### src/rtl/countdown_pkg.sv
// Shared types and constants for the mm:ss countdown timer.
// State encoding is visible on the state output.
package countdown_pkg;

  typedef enum logic [1:0] {
    IDLE  = 2'd0,
    HOLD  = 2'd1,
    RUN   = 2'd2,
    ALARM = 2'd3
  } state_t;

  localparam logic [3:0] UNIT_MAX = 4'd9;
  localparam logic [3:0] TENS_MAX = 4'd5;

  function automatic logic [3:0] clamp(
    input logic [3:0] d,
    input logic [3:0] mx
  );
    return (d > mx) ? mx : d;
  endfunction

endpackage

### src/rtl/bcd_down_digit.sv
// One BCD down-counting digit with borrow chain.
// Wraps 0 -> MAX when a borrow arrives.
module bcd_down_digit
  import countdown_pkg::*;
#(
  parameter logic [3:0] MAX = UNIT_MAX
) (
  input  logic       fclk,
  input  logic       reset,
  input  logic       en,
  input  logic       bin,
  input  logic       load,
  input  logic [3:0] d,
  output logic [3:0] q,
  output logic       bout
);

  always_ff @(posedge fclk or negedge reset) begin
    if (!reset) begin
      q <= '0;
    end else if (load) begin
      q <= clamp(d, MAX);
    end else if (en && bin) begin
      q <= (q == 4'd0) ? MAX : q - 4'd1;
    end
  end

  assign bout = bin & (q == 4'd0);

endmodule

### src/rtl/countdown_timer_mmss.sv
// mm:ss BCD countdown timer with done pulse and
// tick-counted alarm hold.
module countdown_timer_mmss
  import countdown_pkg::*;
#(
  parameter int ALARM_TICKS = 10
) (
  input  logic       fclk,
  input  logic       reset,
  input  logic       tick,
  input  logic       control,
  input  logic       load,
  input  logic [2:0] pre_min_t,
  input  logic [3:0] pre_min_u,
  input  logic [2:0] pre_sec_t,
  input  logic [3:0] pre_sec_u,
  output logic [3:0] min_t,
  output logic [3:0] min_u,
  output logic [3:0] sec_t,
  output logic [3:0] sec_u,
  output logic       sec_bw,
  output logic       done,
  output logic       alarm,
  output logic [1:0] state
);

  localparam logic [3:0] ACNT = 4'(ALARM_TICKS);

  state_t     st, st_n;
  logic [3:0] cnt, cnt_n;
  logic       done_n, bw_n, alarm_n;
  logic       dec;
  logic       bo_su, bo_st, bo_mu, bo_mt;
  logic       is_one, nz;

  bcd_down_digit #(.MAX(UNIT_MAX)) u_su (
    .fclk(fclk), .reset(reset), .en(dec),
    .bin(1'b1), .load(load), .d(pre_sec_u),
    .q(sec_u), .bout(bo_su)
  );

  bcd_down_digit #(.MAX(TENS_MAX)) u_st (
    .fclk(fclk), .reset(reset), .en(dec),
    .bin(bo_su), .load(load),
    .d({1'b0, pre_sec_t}),
    .q(sec_t), .bout(bo_st)
  );

  bcd_down_digit #(.MAX(UNIT_MAX)) u_mu (
    .fclk(fclk), .reset(reset), .en(dec),
    .bin(bo_st), .load(load), .d(pre_min_u),
    .q(min_u), .bout(bo_mu)
  );

  bcd_down_digit #(.MAX(TENS_MAX)) u_mt (
    .fclk(fclk), .reset(reset), .en(dec),
    .bin(bo_mu), .load(load),
    .d({1'b0, pre_min_t}),
    .q(min_t), .bout(bo_mt)
  );

  // Clamping never changes zero-ness, so test the raw preset.
  assign nz = |{pre_min_t, pre_min_u,
                pre_sec_t, pre_sec_u};

  assign is_one = (min_t == 4'd0) && (min_u == 4'd0)
               && (sec_t == 4'd0) && (sec_u == 4'd1);

  always_comb begin
    st_n    = st;
    cnt_n   = cnt;
    done_n  = 1'b0;
    bw_n    = 1'b0;
    alarm_n = alarm;
    dec     = 1'b0;
    if (load) begin
      alarm_n = 1'b0;
      cnt_n   = '0;
      st_n    = nz ? HOLD : IDLE;
    end else begin
      unique case (st)
        IDLE: begin
        end
        HOLD: begin
          if (!control) st_n = RUN;
        end
        RUN: begin
          if (control) begin
            st_n = HOLD;
          end else if (tick && !bo_mt) begin
            dec  = 1'b1;
            bw_n = bo_st;
            if (is_one) begin
              st_n    = ALARM;
              cnt_n   = ACNT;
              done_n  = 1'b1;
              alarm_n = 1'b1;
            end
          end
        end
        ALARM: begin
          if (tick) begin
            cnt_n = cnt - 4'd1;
            if (cnt == 4'd1) begin
              alarm_n = 1'b0;
              st_n    = IDLE;
            end
          end
        end
      endcase
    end
  end

  always_ff @(posedge fclk or negedge reset) begin
    if (!reset) begin
      st     <= IDLE;
      cnt    <= '0;
      done   <= 1'b0;
      sec_bw <= 1'b0;
      alarm  <= 1'b0;
    end else begin
      st     <= st_n;
      cnt    <= cnt_n;
      done   <= done_n;
      sec_bw <= bw_n;
      alarm  <= alarm_n;
    end
  end

  assign state = st;

endmodule

### config.mk
export PLATFORM = sky130hd
export DESIGN_NAME = countdown_timer_mmss
export DESIGN_NICKNAME = d
export VERILOG_FILES = /design/src/rtl/countdown_pkg.sv /design/src/rtl/bcd_down_digit.sv /design/src/rtl/countdown_timer_mmss.sv
export SDC_FILE = /design/constraint.sdc
export NUM_CORES = 1
export LEC_CHECK = 0
export CELL_PAD_IN_SITES_DETAIL_PLACEMENT = 2
export CELL_PAD_IN_SITES_GLOBAL_PLACEMENT = 2
export CORE_MARGIN = 2
export CORE_UTILIZATION = 29
export CTS_CLUSTER_SIZE = 30
export DETAILED_ROUTE_END_ITERATION = 8
export PLACE_DENSITY_LB_ADDON = 0.1
export SLEW_MARGIN = 20
export SYNTH_ARGS = -nofsm -noshare
export SYNTH_HDL_FRONTEND = slang
export SYNTH_SLANG_ARGS = --single-unit
### constraint.sdc
create_clock -name fclk -period 2.6 [get_ports fclk]
set_input_delay 0.78 -clock fclk [delete_from_list [all_inputs] [get_ports fclk]]
set_output_delay 0.78 -clock fclk [all_outputs]
set_load 0.005 [all_outputs]
Word level (Yosys, flattened, before mapping):

Cells that the tools add are included.

* add/sub/neg operators: 5
* multipliers: 0
* div/mod/pow operators: 0
* $lt $le $gt $ge: 4
* equal/unequal tests: 13
* shift-type cells: 0
* multiplexer cells: 51
* bitwise logic cells: 3
* reduce and logical (&&, ||, !) cells: 22

Operators by type and width (count)
* $mux 4: 19
* $mux 1: 20
* $sub 4x1->4 const B: 5
* $ne 3x3->1 const B: 6
* $logic_not 4->1: 4
* $mux 2: 7
* $reduce_or 14->1: 1
* $reduce_and 6->1: 2
* $eq 4x1->1 const B: 2
* $gt 4x4->1 const B: 2
* $ne 4x4->1 const B: 2
* $pmux 4 s2: 1
* $reduce_bool 2->1: 4
* $logic_and 1x1->1: 7
* $gt 3x3->1 const B: 2
* $mux 3: 2
* $pmux 2 s3: 1
* $reduce_and 5->1: 1
* $eq 2x2->1 const B: 2
* $reduce_bool 4->1: 1
* $and 1x1->1: 3
* $reduce_bool 3->1: 1
* $eq 2x1->1 const B: 1
* $pmux 1 s2: 1
* $logic_not 1->1: 1

* register bits: 25
* bits in latches: 0
* bits in writable memories: 0
* ROM bits: 0
* bits of input ports: 19
* output and inout port bits: 21
* word-level logic and storage cells: 107
* memories: 0

Longest topological paths before layout:

Gate-level depths: netlist of the first run.

* depth after elaboration: 13
* depth in mapped cells: 7
* gate-level depth less buffers: 7

Modules after synthesis:

Synthesis of the first run repeated with hierarchy kept, for this count alone.

* cell total of the unflattened synthesis: 180
* area, all modules: 1719.1 µm²

By module, submodules not included
* countdown_timer_mmss: instances 1, cells each 86, area an instance 718.2 µm², sequential area each 225.2 µm²
* bcd_down_digit at u_mu ...: instances 2, cells each 25, area an instance 266.5 µm², sequential area each 100.1 µm²
* bcd_down_digit at u_mt ...: instances 2, cells each 22, area an instance 234.0 µm², sequential area each 100.1 µm²

Least setup slack after synthesis of the first run:

OpenSTA, ideal clock, no wires.

* path kind: input to register
* from: input tick
* to: register u_mt.q[2]
* library setup time: 82 ps
* arrival time: 2135 ps
* data required time: 2518 ps
* setup slack: 383 ps
* stages: 6
* buffers on the path: 1
* cell sequence: buf_2 > nand4bb_4 > nand3b_4 > nor4b_4 > or3b_1 > a31oi_1

* word-level cells in the longest chain between the ends: 7

RTL lines
* start: declaration: RTL line countdown_timer_mmss.sv:10 `input logic tick,`
* $logic_and 1x1->1: RTL line countdown_timer_mmss.sv:90 `end else if (tick && !bo_mt) begin`
* $mux 1: RTL line countdown_timer_mmss.sv:90
* $mux 1: RTL line countdown_timer_mmss.sv:88 `if (control) begin`
* $mux 1: RTL line countdown_timer_mmss.sv:81 `unique case (st)`
* $mux 1: RTL line countdown_timer_mmss.sv:76 `if (load) begin`
* $logic_and 1x1->1: RTL line bcd_down_digit.sv:23 `end else if (en && bin) begin`
* $reduce_bool 2->1 (no line)
* end signal: assignment: RTL line bcd_down_digit.sv:22 `q <= clamp(d, MAX);`
* end signal: assignment: RTL line bcd_down_digit.sv:24 `q <= (q == 4'd0) ? MAX : q - 4'd1;`
* end: declaration: RTL line bcd_down_digit.sv:14 `output logic [3:0] q,`

Every way passes these cells.
A chain may end at the register's enable or synchronous reset.

Final worst setup path of the first run:

* from: input pre_sec_t[2]
* to: register st[0] (netlist: state[0])

* word-level cells in the longest chain between the ends: 3

RTL lines
* start: declaration: RTL line countdown_timer_mmss.sv:15 `input logic [2:0] pre_sec_t,`
* $reduce_or 14->1: RTL line countdown_timer_mmss.sv:63 `assign nz = |{pre_min_t, pre_min_u,`
* $mux 1: RTL line countdown_timer_mmss.sv:79 `st_n = nz ? HOLD : IDLE;`
* $mux 2: RTL line countdown_timer_mmss.sv:76
* end signal: assignment: RTL line countdown_timer_mmss.sv:122 `st <= st_n;`
* end: declaration: RTL line countdown_timer_mmss.sv:29 `state_t st, st_n;`

Every way passes these cells.

==> impl_results.md, run 1 <==
- Synthesized Nets: between 200 and 250
- Total number of vias: 1674
- Chip height: approximately 79 µm
- CP top delay family: simple AND/OR/NAND/NOR gates
- Ant diodes: 0
- I/O pin total: 40
- Nets@finish: 259
- Final setup margin: 156.3 ps
- Slowest cell on the critical path: or4_1
- Main synth FF type: dfrtp_1
- Tot Pwr: 1188 µW
- # port buffers: 39
- Worst path max stage delay: 540 ps
- Max Cap Violations: 0
- Least-Margin Pin Slew: just over 500 ps
- WL final: 5743 µm
- CTS buffer count: 3
- 1st-pass router iterations: 4
- CORE AREA: 5439 µm²
- TritonCTS clock tree: yes
- Vias/cell: 5.471
- Worst hold path class: reg -> reg
- Status: finished, final reports clean
- H-tree depth: 1
- Synth warn: 0
- Post-CTS Setup Inserts: 0
- Worst-case vdd ir drop: 0.2181 mV
- Worst setup EP type: flip-flop
- Post-synth EDFFs: 0
- Sink Count: 25
- First DRT Iteration DRCs: 62
- Commonest non-fill, non-tap cell in the layout: clkdlybuf4s50_1
- Detailed placement HPWL: 4496 µm
- Post-layout util: around two fifths
- Max Fclk: 0.4092 GHz
- Power per cell area: 527.4 nW/µm²
- Kind of start point of the critical path: primary input
- Clock Tree Root: clkbuf_8
- Antenna viol nets, final: 0
- Vias in the first global route: 1890
- CP required: 2760 ps
- Critical path buffers and inverters: 2
- Critical path cell sequence: clkdlybuf4s50_1 -> or4_1 -> nor4_1 -> buf_4 -> and4_1 -> o32ai_1
- Leakage power total: 0.0008878 µW
- First-pass GRT wire length: 9611 µm
- Setup TNS Final: 0 ps
- Min Tclk post-route: 2444 ps
- Crit path DAT: 2600 ps
- Synthesized area: 1618 µm²
- Initial Util: slightly below 30%
- CTS max path bufs: 2
- Post-synthesis compound-gate area fraction: 19.64%
- Total Routing Usage GR: slightly below 20%
- Die Footprint: 6192 µm²
- Slew HR: 65.84%
- Place WS: -134.2 ps
- Post-DR wirelength/cell: 18.77 µm
- Initial antenna violation count: 0
- Final period utilization: 93.99%
- Clock skew: 4.595 ps
- Unrepaired setup endpoints after global routing: false
- Residual DRC: 0
- Die X: 78.69 µm
- Count of cell types in the netlist: 45
- Post_cts resized: 0
- Worst-Skew Late Latency: 280 ps
- Final setup viols: 0
- Synth Area in Adders: 3.867%
- Gpl congestion: 0.8652
- Proportion of layout cells with a drive suffix above 1: between 10% and 20%
- Crit path max fanout: 2
- Most frequent cells in the layout: clkdlybuf4s50_1, dfrtp_1, buf_4
- Largest net degree at the start of global routing: 29
- Asr flop ratio synth: 100.0%
- Clk slew on worst S/H paths: 100 ps
- Critical path type: in -> reg
- Final hold violations: 0
- Post-synthesis sequential area ratio: 38.67%
- Post-CTS Hold Buffers: 0
- Post-synthesis simple-gate area fraction: 27.92%
- Synthesis-to-finish area growth: 39.21%
- Slew Limit Fails: 0
- Rows: 27
- Post-Syn Instances: 180
- Mapped Avg Cell Area: 8.988 µm²
- Synth Register Bits: 25
- Largest family of logic cells by synthesized area: simple AND/OR/NAND/NOR gates
- Mux cell area share after synthesis: 3.094%
- XOR/XNOR Fraction of Synth Area: 2.166%
- Grt ovf: 0
-- power by group --
group | switching (µW) | internal, µW | total [µW] | leakage (µW)
logic | 221 | 217 | 439 | 0.000549
clock network | 139 | 110 | 249 | 0.0000228
registers | 66.0 | 434 | 500 | 0.000316
-- worst paths after layout --
check / start / to / slack [ps] / cells after the start
worst max-delay path: pre_sec_t[2] / state[0] / 160 / 6
worst min-delay path: cnt[3] / cnt[3] / 520 / 1
worst max register to register: u_st.q[1] / alarm / 470 / 5
worst min register to register: cnt[3] / cnt[3] / 520 / 1
max in group asynchronous: reset / cnt[2] / 1450 / 2
min in group asynchronous: reset / u_st.q[3] / 880 / 2
-- logic make-up after synthesis --
family | count (synthesis)
adder cells (fa/ha/maj) | 5
XOR/XNOR | 4
buffers and inverters | 19
AND/OR/NAND/NOR | 74
multiplexers | 5
AO/OA/AOI/OAI | 48
flip-flops | 25
-- flip-flops by register name, summed over array words and instances, names as in the netlist --
name / flops
cnt: 4
u_mt.q: 4
u_mu.q: 4
u_st.q: 4
u_su.q: 4
state: 2
alarm: 1
done: 1
sec_bw: 1
-- area by class of cell --
class                      count  area [µm²]
fill                         609        3187
multi-input combinational    136       917.1
sequential                    25       625.6
timing repair buffer          58       533.0
tap                           72       90.09
clock buffer                   4       45.04
inverter                      11       41.29
-- cells in the mapped netlist, drive strengths merged (2+ instances only) --
cell	n	area share, %
a32o	2	1.2
nor2b	3	1.2
nand3b	2	1.7
nand3	3	0.93
nand2	15	3.5
buf	4	1.2
a211oi	3	1.4
xnor2	3	1.6
a21oi	9	2.8
nand4	3	1.2
a31oi	7	2.7
mux2i	5	3.1
o21ai	10	3.1
o22ai	5	1.9
nor3	9	2.8
a311oi	3	1.6
ha	5	3.9
nor4b	3	2.6
or3	2	0.77
nor2	16	3.7
dfrtp	25	39
nor4	9	4.4
inv	11	2.6
clkbuf	4	0.93
and3	3	1.2
-- per-stage QoR --
| step | cell area (µm²) | hold slack (ps) | cells |
|---|---|---|---|
| final | 2252 | 518.9 | 306 |
| after global placement | 2207 | 482.1 | 302 |
| after floorplan | 1618 | 461.1 | 180 |
| after CTS | 2252 | 524.9 | 306 |
| after detailed placement | 2207 | 509.9 | 302 |
| after global routing | 2252 | 552.2 | 306 |
-- per-layer routing --
| metal | up-vias | GRT usage, % | share of wire [%] |
|---|---|---|---|
| li1 | 784 | - | - |
| met5 | - | 0 | 0 |
| met4 | 0 | 4.912 | 1.0 |
| met2 | 35 | 31.62 | 47 |
| met1 | 849 | 27.41 | 48 |
| met3 | 6 | 3.182 | 3.3 |
No activity file was read; power rests on OpenSTA's default activity.
==> inputs of run 2 (changes only) <==
--- a/config.mk
+++ b/config.mk
@@ -8,11 +8,13 @@
 export CELL_PAD_IN_SITES_DETAIL_PLACEMENT = 2
 export CELL_PAD_IN_SITES_GLOBAL_PLACEMENT = 2
 export CORE_MARGIN = 2
-export CORE_UTILIZATION = 29
+export CORE_UTILIZATION = 30
 export CTS_CLUSTER_SIZE = 30
 export DETAILED_ROUTE_END_ITERATION = 8
+export GPL_TIMING_DRIVEN = 0
 export PLACE_DENSITY_LB_ADDON = 0.1
 export SLEW_MARGIN = 20
 export SYNTH_ARGS = -nofsm -noshare
 export SYNTH_HDL_FRONTEND = slang
+export SYNTH_HIERARCHICAL = 1
 export SYNTH_SLANG_ARGS = --single-unit
==> constraint.sdc (replaced) <==
create_clock -name fclk -period 2.6 [get_ports fclk]
set_input_delay 0.52 -clock fclk [delete_from_list [all_inputs] [get_ports fclk]]
set_output_delay 0.52 -clock fclk [all_outputs]
set_load 0.005 [all_outputs]
==> run 2 against run 1 <==
  * Final cell count up 2.3%
  * Highest routed layer unchanged
  * Critical path depth up 4
  * Setup slack worse by 100 ps
  * Via count up 2.0%
  * Largest cell class unchanged
  * Core utilization up 1.6 points
  * Clock skew down 1.8 ps
  * Maximum frequency down 4.1%
  * Area after synthesis up 6.3%
  * Clock power about the same
==> impl_results.md, run 2 <==
- Status: finished, final reports clean (unchanged)
- Die Footprint: 6352 µm² (was 6192 µm²)
- 1st-pass router iterations: 4 (unchanged)
- Slew Limit Fails: 0 (unchanged)
- Synthesized area: 1719 µm² (was 1618 µm²)
- Final instance area: 2370 µm² (was 2252 µm²)
- Leakage power total: 0.0009738 µW (was 0.0008878 µW)
- Rows: 27 (unchanged)
- Initial Util: 31.22% (was 29.74%)
- Worst path max stage delay: 390 ps (was 540 ps)
- Tot Pwr: 1210 µW (was 1188 µW)
- Detailed placement HPWL: 4351 µm (was 4496 µm)
- Asr flop ratio synth: 100.0% (unchanged)
- Worst-case vdd ir drop: 0.1878 mV (was 0.2181 mV)
- Proportion of layout cells with a drive suffix above 1: 13.69% (was 11.11%)
- Mapped Avg Cell Area: 9.551 µm² (was 8.988 µm²)
- Crit path max fanout: 4 (was 2)
- Power per cell area: 510.4 nW/µm² (was 527.4 nW/µm²)
- Post-Syn Instances: 180 (unchanged)
- CP required: 2770 ps (was 2760 ps)
- Crit path DAT: 2720 ps (was 2600 ps)
- Gpl congestion: 0.8004 (was 0.8652)
- Worst hold path class: in -> async (was reg -> reg)
- Post-CTS Hold Buffers: 0 (unchanged)
- Min Tclk post-route: 2547 ps (was 2444 ps)
- Post-synth EDFFs: 0 (unchanged)
- XOR/XNOR Fraction of Synth Area: 2.038% (was 2.166%)
- CORE AREA: 5507 µm² (was 5439 µm²)
- Nets@finish: 267 (was 259)
- Most frequent cells after synthesis: dfrtp_1, nand2_1, o21ai_0, inv_1, nor4_1 (was dfrtp_1, nor2_1, nand2_1, inv_1, o21ai_0)
- Max Fclk: 0.3925 GHz (was 0.4092 GHz)
- Initial antenna violation count: 0 (unchanged)
- H-tree depth: 1 (unchanged)
- Grt ovf: 0 (unchanged)
- Synthesis-to-finish area growth: 37.85% (was 39.21%)
- TritonCTS clock tree: yes (unchanged)
- Kind of start point of the critical path: flip-flop (was primary input)
- Clk slew on worst S/H paths: 100 ps (about the same)
- Slowest cell on the critical path: dfrtp_2 (was or4_1)
- Setup TNS Final: 0 ps (unchanged)
- Total number of vias: 1707 (was 1674)
- Clock skew: 2.835 ps (was 4.595 ps)
- Worst-Skew Late Latency: 270 ps (was 280 ps)
- Residual DRC: 0 (unchanged)
- Place WS: -881.7 ps (was -134.2 ps)
- First-pass GRT wire length: 9742 µm (was 9611 µm)
- CTS max path bufs: 2 (unchanged)
- Critical path type: reg -> reg (was in -> reg)
- Vias/cell: 5.454 (was 5.471)
- Count of cell types in the netlist: 46 (was 45)
- Sink Count: 25 (unchanged)
- Final period utilization: 97.98% (was 93.99%)
- Slew HR: 58.85% (was 65.84%)
- Antenna viol nets, final: 0 (unchanged)
- Mux cell area share after synthesis: 2.329% (was 3.094%)
- Chip height: 79.70 µm (was 78.69 µm)
- Filler cell count: 595 (was 609)
- Post-synthesis sequential area ratio: 36.39% (was 38.67%)
- Post-synthesis simple-gate area fraction: 28.89% (was 27.92%)
- Largest area contributor in the netlist: dfrtp_1 (unchanged)
- Placed cell area: 2225 µm² (was 2207 µm²)
- # port buffers: 39 (unchanged)
- Synth Area in Adders: 4.367% (was 3.867%)
- Commonest non-fill, non-tap cell in the layout: clkdlybuf4s50_1 (unchanged)
- Main synth FF type: dfrtp_1 (unchanged)
- WL final: 6031 µm (was 5743 µm)
- Total Routing Usage GR: 19.37% (was 19.61%)
- Synth Register Bits: 25 (unchanged)
- Clock Tree Root: clkbuf_8 (unchanged)
- Final hold violations: 0 (unchanged)
- Most used cell, CP: and4bb_2
- Die X: 79.70 µm (was 78.69 µm)
- Unrepaired setup endpoints after global routing: true (was false)
- CTS buffer count: 3 (unchanged)
- Largest family of logic cells by synthesized area: simple AND/OR/NAND/NOR gates (unchanged)
- Final setup viols: 0 (unchanged)
- Ant diodes: 0 (unchanged)
- Synth warn: 6 (was 0)
- I/O pin total: 40 (unchanged)
- Worst setup EP type: flip-flop (unchanged)
- Vias in the first global route: 1948 (was 1890)
- First DRT Iteration DRCs: 64 (was 62)
- Post-synthesis compound-gate area fraction: 22.71% (was 19.64%)
- Ranking of synthesized cells by area: dfrtp_1, ha_1, o21ai_0 (was dfrtp_1, ha_1, nor2_1)
- Largest net degree at the start of global routing: 31 (was 29)
- Critical path cell sequence: nor2_1 -> and4bb_2 -> and2_4 -> and4bb_2 -> and2_1 -> and2b_2 -> nand2_2 -> or2_4 -> a221o_1 -> a32o_1 (was clkdlybuf4s50_1 -> or4_1 -> nor4_1 -> buf_4 -> and4_1 -> o32ai_1)
- Synth top area share: 36.39% (was 38.67%)
- Least-Margin Pin Slew: 617.2 ps (was 507.7 ps)
- Max Cap Violations: 0 (unchanged)
- Most frequent cells in the layout: clkdlybuf4s50_1, dfrtp_1, o21ai_0 (was clkdlybuf4s50_1, dfrtp_1, buf_4)
- Post-layout util: 43.04% (was 41.41%)
- Final setup margin: 52.55 ps (was 156.3 ps)
- Post-DR wirelength/cell: 19.27 µm (was 18.77 µm)
- Most common cell in the netlist: dfrtp_1 (unchanged)
## run 2: layout make-up
| cell class | instances | area, µm² | share of cell area, % |
|---|---|---|---|
| repair buffers | 49 | 461.7 | 19.48 |
| clock buffers | 4 | 45.04 | 1.901 |
| inverters | 10 | 37.54 | 1.584 |
| flip-flops and latches | 25 | 629.4 | 26.56 |
| plain buffers | 2 | 7.507 | 0.3168 |
| well taps | 72 | 90.09 | 3.801 |
| multi-input cells | 151 | 1099 | 46.36 |
## run 2: routing by layer
layer  track usage (%)  vias to the layer above  part of all wire [%]
met2             34.37                       37                    50
met4             4.483                        0                  0.95
met3             2.149                        6                   2.9
met5                 0                        -                     0
li1                  -                      807                     -
met1             25.11                      857                    46
## run 2: worst paths after layout
check / startpoint / endpoint / slack, ps / cells after the start
max reg2reg: u_su/q[2] / cnt[2] / 50 / 10
min in group fclk: alarm / alarm / 510 / 1
max in group asynchronous: reset / u_su/q[1] / 1910 / 1
max: u_su/q[2] / cnt[2] / 50 / 10
min: reset / u_st/q[2] / 250 / 1
min reg2reg: alarm / alarm / 510 / 1
## run 2: stage by stage
stage | instances | hold WS, ps
floorplan | 188 | 224.4
global route | 313 | 286.8
detailed placement | 299 | 482.5
global placement | 299 | 493.2
finish | 313 | 246.0
CTS | 307 | 265.0
## run 2: kinds of logic after synthesis
| logic type | Yosys count |
|---|---|
| AOI/OAI and AO/OA | 51 |
| xor gates and xnor gates | 4 |
| adders and majority gates | 6 |
| buffers and inverters | 13 |
| DFF | 25 |
| muxes | 4 |
| other | 2 |
| and+or+nand+nor | 75 |
## run 2: timing repair
action                                  CTS  global route
pin swaps                                 0             2
cloned                                    0             1
resized for setup                        12             2
endpoints found under the setup margin   22            11
buffers inserted                          4             6
endpoints found under the hold margin     0             0
## run 2: worst max-delay path, delay by kind of cell, from the launching register on
family / cells / cell delay [ps]
AO/OA/AOI/OAI: 2 / 610
flip-flops: 1 / 390
AND/OR/NAND/NOR: 8 / 1430
## run 2: where the power goes
| part | internal, µW | total (µW) | switching (µW) |
|---|---|---|---|
| Clock | 110 | 247 | 137 |
| Combinational | 221 | 471 | 250 |
| Sequential | 433 | 492 | 59.2 |
| Total | 763 | 1210 | 446 |
==> inputs of run 3 (changes only) <==
--- a/config.mk
+++ b/config.mk
@@ -9,11 +9,10 @@
 export CELL_PAD_IN_SITES_GLOBAL_PLACEMENT = 2
 export CORE_MARGIN = 2
 export CORE_UTILIZATION = 30
-export CTS_CLUSTER_SIZE = 30
 export DETAILED_ROUTE_END_ITERATION = 8
 export GPL_TIMING_DRIVEN = 0
 export PLACE_DENSITY_LB_ADDON = 0.1
-export SLEW_MARGIN = 20
+export SLEW_MARGIN = 5
 export SYNTH_ARGS = -nofsm -noshare
 export SYNTH_HDL_FRONTEND = slang
 export SYNTH_HIERARCHICAL = 1
==> run 3 against run 2 <==
  * Sequential share of layout area is 0.11 points higher
  * Critical path type unchanged
  * Largest cell class unchanged
  * Largest power group unchanged
  * Cell area is 0.42% lower
  * Via count is 1.9% lower
==> impl_results.md, run 3 (synthesized netlist as in run 2, its figures left out) <==
- Final Non-Filler Cells: 312 (was 313)
- Post-CTS Hold Buffers: 0 (unchanged)
- Clk pwr share: 20.0% (was 20.4%)
- Gpl congestion: 0.8004 (unchanged)
- Worst path max stage delay: 380 ps (was 390 ps)
- Initial Util: 31.22% (unchanged)
- Max Cap Violations: 0 (unchanged)
- Ant diodes: 0 (unchanged)
- Most frequent cells in the layout: clkdlybuf4s50_1, dfrtp_1, o21ai_0 (unchanged)
- CORE AREA: 5507 µm² (unchanged)
- Die Footprint: 6352 µm² (unchanged)
- Sink Count: 25 (unchanged)
- Worst setup EP type: flip-flop (unchanged)
- Crit path max fanout: 5 (was 4)
- Worst-Skew Late Latency: 270 ps (about the same)
- Slew Limit Fails: 0 (unchanged)
- P_sw: 436.1 µW (was 446.3 µW)
- Slew HR: 60.02% (was 58.85%)
- Worst-case vdd ir drop: 0.1649 mV (was 0.1878 mV)
- WL final: 5689 µm (was 6031 µm)
- Detailed placement HPWL: 4298 µm (was 4351 µm)
- Hold Worst Slack: 246.5 ps (was 246.0 ps)
- CTS max path bufs: 2 (unchanged)
- Final setup viols: 0 (unchanged)
- TritonCTS clock tree: yes (unchanged)
- Crit path DAT: 2660 ps (was 2720 ps)
- Leakage power total: 0.0009653 µW (was 0.0009738 µW)
- Initial antenna violation count: 0 (unchanged)
- Critical path cell sequence: nor2_2 -> and4bb_2 -> and2_4 -> and4bb_2 -> and2_1 -> and2b_2 -> nand2_2 -> or2_4 -> a221o_1 -> a32o_1 (was nor2_1 -> and4bb_2 -> and2_4 -> and4bb_2 -> and2_1 -> and2b_2 -> nand2_2 -> or2_4 -> a221o_1 -> a32o_1)
- Final period utilization: 96.08% (was 97.98%)
- # port buffers: 39 (unchanged)
- Worst hold path class: in -> async (unchanged)
- Power per cell area: 509.0 nW/µm² (was 510.4 nW/µm²)
- Placed cell area: 2230 µm² (was 2225 µm²)
- First-pass GRT wire length: 9646 µm (was 9742 µm)
- Slowest cell on the critical path: dfrtp_2 (unchanged)
- Chip height: 79.70 µm (unchanged)
- Post-DR wirelength/cell: 18.23 µm (was 19.27 µm)
- I/O pin total: 40 (unchanged)
- Proportion of layout cells with a drive suffix above 1: 13.75% (was 13.69%)
- Vias in the first global route: 1905 (was 1948)
- Nets@finish: 266 (was 267)
- Vias/cell: 5.365 (was 5.454)
- Die X: 79.70 µm (unchanged)
- Max Fclk: 0.4003 GHz (was 0.3925 GHz)
- 1st-pass router iterations: 4 (unchanged)
- Clock Tree Root: clkbuf_8 (unchanged)
- Antenna viol nets, final: 0 (unchanged)
- Final hold violations: 0 (unchanged)
- Final instance area: 2360 µm² (was 2370 µm²)
- Status: finished, final reports clean (unchanged)
- Reg2reg path depth: 10 (unchanged)
- CP required: 2770 ps (about the same)
- H-tree depth: 1 (unchanged)
- Least-Margin Pin Slew: 599.7 ps (was 617.2 ps)
- Critical path type: reg -> reg (unchanged)
- First DRT Iteration DRCs: 56 (was 64)
- CTS buffer count: 3 (unchanged)
- Rows: 27 (unchanged)
- Power Internal: 765.1 µW (was 763.3 µW)
- Residual DRC: 0 (unchanged)
- Min Tclk post-route: 2498 ps (was 2547 ps)
- Total Routing Usage GR: 19.16% (was 19.37%)
- Kind of start point of the critical path: flip-flop (unchanged)
- Largest net degree at the start of global routing: 31 (unchanged)
- Grt ovf: 0 (unchanged)
- Clock skew: 6.446 ps (was 2.835 ps)
- Clk slew on worst S/H paths: 100 ps (about the same)
- Combinational Power Share: 39.0% (was 38.9%)
- Total number of vias: 1674 (was 1707)
- Most used cell, CP: and4bb_2 (unchanged)
- Sw Share: 36.30% (was 36.90%)
- Reg power frac: 41.0% (was 40.7%)
- Placed cells: 299 (unchanged)
- Synthesis-to-finish area growth: 37.26% (was 37.85%)
- Commonest non-fill, non-tap cell in the layout: clkdlybuf4s50_1 (unchanged)
## run 3: changes by cell type in the layout (fill, tap and decap cells not counted), sizes merged
| cell | before | now |
|---|---|---|
| and2 | 4 | 3 |
## run 3: what timing repair did
action	in CTS	in global routing
setup buffers	5	5
setup endpoints to repair	23	13
resized for setup	10	5
pin swaps	0	2
## run 3: final cells by class
type / count / area (µm²)
Buffer: 2 / 7.507
Clock buffer: 4 / 45.04
Fill cell: 598 / 3147
Inverter: 10 / 37.54
Multi-Input combinational cell: 150 / 1089
Sequential cell: 25 / 629.4
Tap cell: 72 / 90.09
Timing Repair Buffer: 49 / 461.7
## run 3: path summary, 6_finish.rpt
path | from | endpoint | slack (ps)
worst max-delay path | u_su/q[2] | cnt[2] | 100
min in group fclk | alarm | alarm | 510
worst max register to register | u_su/q[2] | cnt[2] | 100
max in group asynchronous | reset | u_su/q[1] | 1920
worst min register to register | alarm | alarm | 510
worst min-delay path | reset | u_st/q[3] | 250
## run 3: metrics by stage
stage | setup TNS, ps | utilization, % | total power [µW] | worst slack (ps)
floorplan | 0 | - | 741.7 | 27.36
global placement | -11110 | 40.49 | 923.9 | -777.1
detailed placement | -13720 | 40.49 | 954.1 | -901.5
CTS | 0 | 42.20 | 1209 | 35.79
global route | -15.36 | 42.85 | 1297 | -10.32
finish | 0 | 42.85 | 1201 | 101.8
## run 3: per-layer routing
metal	vias up	share of wire [%]	global-route usage (%)	wire, µm
met5	-	0	0	0
met4	0	0.44	3.621	25
met3	2	2.5	2.149	144
met2	28	50	33.70	2834
met1	842	47	25.39	2685
li1	802	-	-	-
## run 3: critical path: cells and delay by family (launching register included)
family / cells / cell delay [ps]
flops: 1 / 380
compound gates: 2 / 630
simple gates: 8 / 1390
## run 3: power by group through the flow
stage / clock, µW / combinational, µW / sequential [µW]
global route: 266 / 531 / 499
floorplan: 0 / 251 / 491
CTS: 249 / 467 / 493
detailed placement: 0 / 447 / 507
global placement: 0 / 424 / 500
finish: 240 / 469 / 492
==> RTL change (flow settings as in run 2) <==
Add an input register stage for `tick`, cleared by the reset; this delays it by one clock. The other inputs are not delayed to match.
--- a/src/rtl/countdown_timer_mmss.sv
+++ b/src/rtl/countdown_timer_mmss.sv
@@ -27,2 +27,12 @@
   localparam logic [3:0] ACNT = 4'(ALARM_TICKS);
+
+  logic tick_q;
+
+  always_ff @(posedge fclk or negedge reset) begin
+    if (!reset) begin
+      tick_q <= '0;
+    end else begin
+      tick_q <= tick;
+    end
+  end
 
@@ -89,3 +99,3 @@
             st_n = HOLD;
-          end else if (tick && !bo_mt) begin
+          end else if (tick_q && !bo_mt) begin
             dec  = 1'b1;
@@ -101,3 +111,3 @@
         ALARM: begin
-          if (tick) begin
+          if (tick_q) begin
             cnt_n = cnt - 4'd1;
Behaviour: not the same (Yosys sat finds a counterexample within 4 cycles, from zero or initial values and one cycle with reset low).
==> RTL change against run 2 <==
Area after synthesis grew 11%. Power rose by 12%. Largest cell class unchanged. Final area increased by 12%. Maximum frequency up 0.60%. Routed wire length fell by 0.27%. Sequential power increased by 8.3%. First-iteration DRC count is 69% lower. Setup slack improved by 0.015 ns. Via count increased by 3.6%. Non-clock buffer count is 8 higher. Sequential share of layout area decreased by 1.7 points. Sequential cell count up 1. Clock skew increased by 0.0042 ns.
==> RTL change: results (changes against run 2) <==
{
  "fill_cells": {"value": 691, "change": "was 595"},
  "finClkSkew": {"value": 0.00702, "unit": "ns", "change": "was 0.00283 ns"},
  "tightestPinTransition": {"value": 0.650, "unit": "ns", "change": "was 0.617 ns"},
  "synth.top_cells.by_count": {"value": "26 x sky130_fd_sc_hd__dfrtp_1, 12 x sky130_fd_sc_hd__nand2_1, 10 x sky130_fd_sc_hd__nand3b_1, 10 x sky130_fd_sc_hd__nor2_1", "change": "was 25 x sky130_fd_sc_hd__dfrtp_1, 14 x sky130_fd_sc_hd__nand2_1, 14 x sky130_fd_sc_hd__o21ai_0"},
  "gpl.final_weighted_congestion": {"value": 0.766, "change": "was 0.800"},
  "post_synthesis_compound_gate_area_fraction": {"value": 0.201, "change": "was 0.227"},
  "drt-vias-per-instance": {"value": 5.31, "change": "was 5.45"},
  "layout.nets": {"value": 282, "change": "was 267"},
  "drive_gt1_frac": {"value": 0.207, "change": "was 0.137"},
  "grt_first_pass_wirelength": {"value": 10100, "unit": "um", "change": "was 9740 um"},
  "grt_pass1_vias": {"value": 1858, "change": "was 1948"},
  "p_leak": {"value": 1.10, "unit": "nW", "change": "was 0.974 nW"},
  "synth_mux_area_frac": {"value": 0.0269, "change": "was 0.0233"},
  "insertion_delay": {"value": 0.29, "unit": "ns", "change": "was 0.27 ns"},
  "yosysSeqAreaShare": {"value": 0.341, "change": "was 0.364"},
  "largest_net_degree_at_the_start_of_global_routing": {"value": 32, "change": "was 31"},
  "grt_util_all_layers": {"value": 0.181, "change": "was 0.194"},
  "status": {"value": "complete, no violations", "change": "unchanged"},
  "synthAdderAreaFrac": {"value": 0.0393, "change": "was 0.0437"},
  "place.detailed.hpwl": {"value": 4200, "unit": "um", "change": "was 4350 um"},
  "drt_first_iter_violations": {"value": 20, "change": "was 64"},
  "synth.lib_cells_used.distinct": {"value": 56, "change": "was 46"},
  "postRouteWirelength": {"value": 6020, "unit": "um", "change": "was 6030 um"},
  "met3_usage_in_global_routing": {"value": 0.0188, "change": "was 0.0215"},
  "grt.met2_usage": {"value": 0.314, "change": "was 0.344"}
}
==> RTL change: cell count changes after synthesis, moves of 3 or more <==
cell | before | now
sky130_fd_sc_hd__nor4_4 | 0 | 3
sky130_fd_sc_hd__nor2b_1 | 0 | 3
sky130_fd_sc_hd__nor4_1 | 10 | 6
sky130_fd_sc_hd__o21ai_0 | 14 | 8
sky130_fd_sc_hd__nor2_1 | 7 | 10
==> RTL change: final cells by class <==
class	instances	area [um2]	area share
Clock buffer	4	55.1	0.0208
Inverter	8	30.0	0.0113
Multi-Input combinational cell	159	1270	0.480
Sequential cell	26	659	0.249
Tap cell	77	96.3	0.0363
Buffer	2	8.76	0.00330
Timing Repair Buffer	57	529	0.200
==> RTL change: what timing repair did <==
action                                  in CTS  in global routing
pin swaps                                    1                  6
endpoints found under the setup margin      17                 13
buffers inserted                            11                  9
resized for setup                           12                  5
==> RTL change: per-stage QoR <==
step / area (um2) / setup slack, ns / power (mW) / cells
finish: 2650 / 0.0677 / 1.36 / 333
global route: 2650 / -0.0470 / 1.46 / 333
CTS: 2600 / 0.0205 / 1.37 / 326
detailed placement: 2430 / -0.745 / 1.05 / 311
global placement: 2430 / -0.707 / 1.04 / 311
floorplan: 1950 / 0.0261 / 0.826 / 195
==> RTL change: final timing paths <==
kind                                 from         to  slack [ns]
worst max-delay path            u_su/q[3]  u_mt/q[2]        0.07
worst min-delay path                reset     cnt[3]        0.25
worst max register to register  u_su/q[3]  u_mt/q[2]        0.07
worst min register to register      alarm      alarm        0.60
max in group asynchronous           reset  u_st/q[3]        1.89
min in group fclk                   alarm      alarm        0.60
==> RTL change: metal layers <==
layer  part of all wire  vias to the layer above  routed length, um
li1                   -                      851                  -
met1               0.47                      887               2830
met2               0.50                       25               3010
met3              0.019                        5                114
met4             0.0095                        0                 57
met5                  0                        -                  0
==> RTL change: logic make-up (layout without fill, tap and decap cells) <==
family | Yosys count | count (layout)
other | 2 | 10
muxes | 5 | 5
adders and majority gates | 6 | 6
AOI/OAI and AO/OA | 47 | 47
xor gates and xnor gates | 4 | 4
DFF | 26 | 26
and+or+nand+nor | 87 | 87
buffers and inverters | 10 | 71
==> RTL change: power breakdown <==
group          total [mW]  internal, mW  switching, mW
Combinational       0.535         0.274          0.261
Sequential          0.533         0.456         0.0775
Clock               0.290         0.136          0.154
